===== config.mk =====
export PLATFORM = sky130hd
export DESIGN_NAME = stepper_pulse_gen
export DESIGN_NICKNAME = d
export VERILOG_FILES = /design/src/rtl/stepper_pulse_gen.sv
export SDC_FILE = /design/constraint.sdc
export NUM_CORES = 2
export LEC_CHECK = 0
export BUFFER_PORTS_ARGS = -buffer_cell sky130_fd_sc_hd__buf_2
export CAP_MARGIN = 20
export CORE_MARGIN = 4
export CORE_UTILIZATION = 35
export DETAILED_ROUTE_END_ITERATION = 10
export PLACE_DENSITY = 0.62
export SLEW_MARGIN = 0
export SYNTH_ARGS = -nofsm -noshare
export SYNTH_HDL_FRONTEND = slang
export SYNTH_SLANG_ARGS = --single-unit

===== constraint.sdc =====
create_clock -name clk_clk -period 4.5 [get_ports clk_clk]
set_input_delay 0.225 -clock clk_clk [delete_from_list [all_inputs] [get_ports clk_clk]]
set_output_delay 0.225 -clock clk_clk [all_outputs]
set_load 0.01 [all_outputs]

===== src/rtl/stepper_pulse_gen.sv =====
// Step/dir pulse generator, N_CH independent channels; endstop stop enabled by `STEPPER_ENDSTOP_EN.
// Latency: first step rises DIR_SETUP+1 cycles after an accepted start, then one per latched period.
// Backpressure: none; start is dropped unless the channel is idle and abort is low.
module stepper_pulse_gen #(
  parameter int N_CH      = 5,
  parameter int CNT_W     = 32,
  parameter int PULSE_W   = 10,
  parameter int DIR_SETUP = 5
) (
  input  logic                  clk_clk,
  input  logic                  reset_reset_n,
  input  logic [N_CH*CNT_W-1:0] speed,
  input  logic [N_CH*CNT_W-1:0] steps_cmd,
  input  logic [N_CH-1:0]       start,
  input  logic [N_CH-1:0]       abort,
  input  logic [N_CH-1:0]       endstop,
  output logic [N_CH-1:0]       step_out,
  output logic [N_CH-1:0]       dir_out,
  output logic [N_CH-1:0]       busy,
  output logic [N_CH-1:0]       done,
  output logic [N_CH-1:0]       endstop_hit,
  output logic [N_CH*CNT_W-1:0] steps_done
);

  typedef enum logic [1:0] {IDLE, SETUP, HIGH, LOW} state_t;

  localparam logic [CNT_W-1:0] MIN_PER  = CNT_W'(PULSE_W + 1);
  localparam logic [CNT_W-1:0] HIGH_LD  = CNT_W'(PULSE_W - 1);
  localparam logic [CNT_W-1:0] SETUP_LD = CNT_W'(DIR_SETUP - 1);
  localparam logic [CNT_W-1:0] ONE      = CNT_W'(1);

  logic [N_CH-1:0] es_sync;

`ifdef STEPPER_ENDSTOP_EN
  logic [N_CH-1:0] es_meta;

  always_ff @(posedge clk_clk or negedge reset_reset_n) begin
    if (!reset_reset_n) begin
      es_meta <= '0;
      es_sync <= '0;
    end else begin
      es_meta <= endstop;
      es_sync <= es_meta;
    end
  end
`else
  logic unused_endstop;
  assign unused_endstop = ^endstop;
  assign es_sync        = '0;
`endif

  for (genvar i = 0; i < N_CH; i++) begin : g_ch
    state_t           st, st_nxt;
    logic [CNT_W-1:0] per, rem, cnt, cnt_nxt, sdone;
    logic [CNT_W-1:0] spd, cmd, mag;
    logic             dir, hit, dn, abort_pend, es_pend;
    logic             accept, rise, stop_idle, finish, stop_req;

    assign spd      = speed[i*CNT_W +: CNT_W];
    assign cmd      = steps_cmd[i*CNT_W +: CNT_W];
    assign mag      = cmd[CNT_W-1] ? -cmd : cmd;
    assign stop_req = abort[i] | es_sync[i];

    always_comb begin
      st_nxt    = st;
      cnt_nxt   = cnt;
      accept    = 1'b0;
      rise      = 1'b0;
      stop_idle = 1'b0;
      finish    = 1'b0;
      case (st)
        IDLE: begin
          if (start[i] && !abort[i]) begin
            accept = 1'b1;
            if (mag != '0) begin
              st_nxt  = SETUP;
              cnt_nxt = SETUP_LD;
            end
          end
        end
        SETUP: begin
          if (stop_req) begin
            st_nxt    = IDLE;
            stop_idle = 1'b1;
          end else if (cnt == '0) begin
            st_nxt  = HIGH;
            cnt_nxt = HIGH_LD;
            rise    = 1'b1;
          end else begin
            cnt_nxt = cnt - ONE;
          end
        end
        HIGH: begin
          // A stop seen during the pulse is held until the pulse has its full width.
          if (cnt == '0) begin
            if (stop_req || abort_pend || es_pend) begin
              st_nxt    = IDLE;
              stop_idle = 1'b1;
            end else begin
              st_nxt  = LOW;
              cnt_nxt = per - MIN_PER;
            end
          end else begin
            cnt_nxt = cnt - ONE;
          end
        end
        LOW: begin
          if (stop_req) begin
            st_nxt    = IDLE;
            stop_idle = 1'b1;
          end else if (cnt == '0) begin
            if (rem == '0) begin
              st_nxt = IDLE;
              finish = 1'b1;
            end else begin
              st_nxt  = HIGH;
              cnt_nxt = HIGH_LD;
              rise    = 1'b1;
            end
          end else begin
            cnt_nxt = cnt - ONE;
          end
        end
        default: st_nxt = IDLE;
      endcase
    end

    always_ff @(posedge clk_clk or negedge reset_reset_n) begin
      if (!reset_reset_n) begin
        st         <= IDLE;
        cnt        <= '0;
        per        <= '0;
        rem        <= '0;
        sdone      <= '0;
        dir        <= 1'b0;
        hit        <= 1'b0;
        dn         <= 1'b0;
        abort_pend <= 1'b0;
        es_pend    <= 1'b0;
      end else begin
        st         <= st_nxt;
        cnt        <= cnt_nxt;
        dn         <= finish | (accept && (mag == '0));
        abort_pend <= (st == HIGH) && (st_nxt == HIGH) && (abort_pend | abort[i]);
        es_pend    <= (st == HIGH) && (st_nxt == HIGH) && (es_pend | es_sync[i]);
        if (accept) begin
          per   <= (spd < MIN_PER) ? MIN_PER : spd;
          rem   <= mag;
          dir   <= ~cmd[CNT_W-1];
          sdone <= '0;
          hit   <= 1'b0;
        end
        if (rise) begin
          rem   <= rem - ONE;
          sdone <= sdone + ONE;
        end
        if (stop_idle) hit <= es_sync[i] | es_pend;
      end
    end

    assign step_out[i]                 = (st == HIGH);
    assign busy[i]                     = (st != IDLE);
    assign dir_out[i]                  = dir;
    assign done[i]                     = dn;
    assign endstop_hit[i]              = hit;
    assign steps_done[i*CNT_W +: CNT_W] = sdone;
  end

endmodule

==> results.cfg <==
[clock_network]
clkSlewWorstSetupHoldPaths_ns = 0.06
cts_buffers = 82
clk_latency_ns = 0.70
cts_setup_buffers = 0
clock_sinks = 675
postCtsResizedCells = 0
ctsLongestPathBuffers = 3
cts_max_level = 3
cts_root_buf = clkbuf_16
cts_tree = built

[place]
portBuffers = 516
dp_hpwl_um = 102000
place_inst = 7376
gp_congestion = 0.903

[yosys]
yosys.area.top_type_share = 0.386
avgSynthCellArea_um2 = 8.11
ys_top_cells_by_area = dfrtp_1 (39%), nand2_1 (8.2%), o21ai_0 (4.6%)
yosysWarnings = 0
synth-edff-count = 0
netlist_area_mm2 = 0.0437
synth_largest_area_cell = dfrtp_1
synth_cell_type_count = 91
async_flop_share = 1.00
ys_seq_elements = 675
syn_inst = 5396
synth_flop_cell = dfrtp_1
synth_nets = 5763
ys_seq_area_frac = 0.386

[layout]
final-instance-count-excl-fill = 7830
drive_gt1_frac = 0.141
syn_to_final_growth_pct = 23.6
fin_nets = 6489

[power_and_ir_drop]
power_frac_comb = 0.364
p_int_w = 0.0160
switching_power_w = 0.0111
swShare = 0.409
vdd.ir_drop.worst_uv = 311
seqPwrFrac = 0.377
powerDensity_mw_per_mm2 = 501
p_total_w = 0.0271
leakagePower_nw = 23.5
pwr-share-clk = 0.260

[routing]
viasPerCell = 5.67
drtAntennaViolNets = 0
first_pass_iters = 5
drc = 0
routed_wl_um = 144000
vias = 44371
detail_route.wl_per_cell_um = 18.4
drt_iter0_drc = 3635

[grt]
antenna_found_initial = 7
grt_remaining_overflow = 0
grt_max_degree = 101
grt_pass1_vias = 42564
grt_pass1_wl_um = 231000
grt_usage = 0.213

[critical_path]
cp_cell_sequence = dlygate4sd3_1 -> buf_2 -> inv_1 -> ha_1 -> or4b_1 -> or4_4 -> o41ai_2 -> mux2i_1 -> a2111oi_0 -> or4b_4 -> nand3b_1 -> a221oi_1 -> dlygate4sd3_1
critPathMaxStageDelay_ns = 0.61
r2r_end = g_ch[1].sdone[31]$_DFFE_PN0P_
r2r_cells = 11
worstPathArrival_ns = 4.70
cp_common_cell = dlygate4sd3_1
crit_end = g_ch[2].st[0]$_DFF_PN0_
crit_path_end_kind = flop
worst_r2r_startpoint = g_ch[1].cnt[0]$_DFFE_PN0P_
crit_fanout = 11
r2r_setup_slack_ns = 0.42
crit_slowest_cell = or4b_4
required_ns = 5.07
crit_type = in2reg
start_kind = input pin
crit_start = steps_cmd[64]

[timing]
tightestPinTransition_ns = 1.10
fin_setup_tns_ns = 0
grt_setup_unrepaired = false
fmax_mhz = 242
setup_violations = 0
max-slew-margin-rel = 0.261
timing.final.crit_share = 0.919
period_needed_ns = 4.14
clock_skew_ns = 0.0374
drv_slew = 0
hold_viol = 0

[status]
status = completed

[floorplan]
initial_core_util = 0.353
die_w_um = 362
die-area_mm2 = 0.131
die_h_um = 362
row_count = 129
ios = 522
core_area_mm2 = 0.124

[flow_run]
max-cap-violations = 0

[worst_hold_path]
hold_path.class = in2reg
power groups by stage:
stage               Clock (W)  Sequential (W)  Combinational (W)
floorplan                   0         0.00955            0.00706
global placement            0          0.0102            0.00938
detailed placement          0          0.0102            0.00954
CTS                   0.00723          0.0102            0.00979
global route          0.00747          0.0105             0.0110
finish                0.00703          0.0102            0.00985
area by class of cell:
type	instances	area, um2
fillers	12227	69900
well taps	1637	2050
diodes	6	15.0
flip-flops and latches	675	16900
clock inverters	35	483
multi-input cells	4319	25300
clock buffers	114	2340
repair buffers	934	6610
inverters	110	413
cell usage after synthesis (24+ instances only):
cell,n
o41ai_1,36
nor2b_1,25
and3_1,62
o211ai_1,115
or3_1,131
o22a_1,25
nor4_1,168
ha_1,30
nand3_1,217
a21o_1,34
o31ai_1,80
nand2_1,959
nand3b_1,24
mux2i_1,52
o311ai_0,34
o21ai_0,405
clkbuf_1,238
nor2_1,411
dfrtp_1,675
xnor2_1,173
o22ai_1,37
xor2_1,198
nor3_1,236
nand2b_1,42
a21oi_1,195
or2_2,38
or4_1,92
a31oi_1,26
inv_1,109
a211oi_1,29
nand4_1,83
state kept, by name, indices dropped and copies added (netlist names):
register and flops:
g_ch.sdone 160, g_ch.rem 160, g_ch.st 10, g_ch.per 160, g_ch.es_pend 5, g_ch.hit 5, g_ch.cnt 160, g_ch.dn 5
g_ch.abort_pend 5, g_ch.dir 5
per-stage QoR:
| stage | util | hold slack (ns) | worst slack [ns] | cell area, um2 |
|---|---|---|---|---|
| after global routing | 0.436 | 0.0350 | 0.00905 | 54100 |
| after floorplan | - | -0.0706 | 0.731 | 43700 |
| after global placement | 0.389 | 0.345 | 0.331 | 48200 |
| final | 0.436 | 0.0642 | 0.364 | 54100 |
| after CTS | 0.436 | 0.00254 | 0.405 | 54000 |
| after detailed placement | 0.389 | 0.347 | 0.299 | 48200 |
per-layer routing:
layer / vias up / part of all wire / global-route usage
li1: 21205 / - / -
met1: 21418 / 0.44 / 0.286
met2: 1460 / 0.47 / 0.346
met3: 286 / 0.057 / 0.0359
met4: 2 / 0.032 / 0.0743
met5: - / 0.000090 / 0
cells by family after synthesis:
group,after synthesis,share of synthesized area
simple gates,2604,0.291
mux,65,0.0152
buf+inv,402,0.0371
fa+ha+maj,30,0.00858
compound gates,1249,0.188
xor+xnor,371,0.0743
flops,675,0.386
worst min-delay path by stage:
stage / slack [ns] / cells past startpoint / endpoint / start
after floorplan: -0.07 / 0 / g_ch[0].abort_pend$_DFF_PN0_ / reset_reset_n
final: 0.06 / 4 / g_ch[2].rem[13]$_DFFE_PN0P_ / steps_cmd[77]
after global placement: 0.34 / 1 / g_ch[0].per[8]$_DFFE_PN0P_ / reset_reset_n
after detailed placement: 0.35 / 1 / g_ch[0].per[8]$_DFFE_PN0P_ / reset_reset_n
after CTS: 0.003 / 4 / g_ch[2].rem[19]$_DFFE_PN0P_ / steps_cmd[83]
after global routing: 0.04 / 4 / g_ch[4].rem[22]$_DFFE_PN0P_ / steps_cmd[150]
critical path: cells and delay by family:
family | cells | cell delay, ns
AO/OA/AOI/OAI | 3 | 1.04
buffers and inverters | 4 | 1.33
multiplexers | 1 | 0.12
adder cells (fa/ha/maj) | 1 | 0.23
AND/OR/NAND/NOR | 4 | 1.75
cell usage in the layout (no fill, tap or decap), types with 115 or more instances in the layout:
| cell | n |
|---|---|
| nand2_1 | 955 |
| dfrtp_1 | 675 |
| buf_2 | 515 |
| nor2_1 | 410 |
| o21ai_0 | 405 |
| dlygate4sd3_1 | 298 |
| nor3_1 | 235 |
| nand3_1 | 217 |
| xor2_1 | 198 |
| a21oi_1 | 195 |
| xnor2_1 | 173 |
| nor4_1 | 168 |
| or3_1 | 131 |
| o211ai_1 | 115 |
timing repair:
action,in CTS,in global routing
endpoints found under the hold margin,385,0
setup endpoints to repair,0,0
hold buffers,298,0
Power figures use the tool's default switching activity.
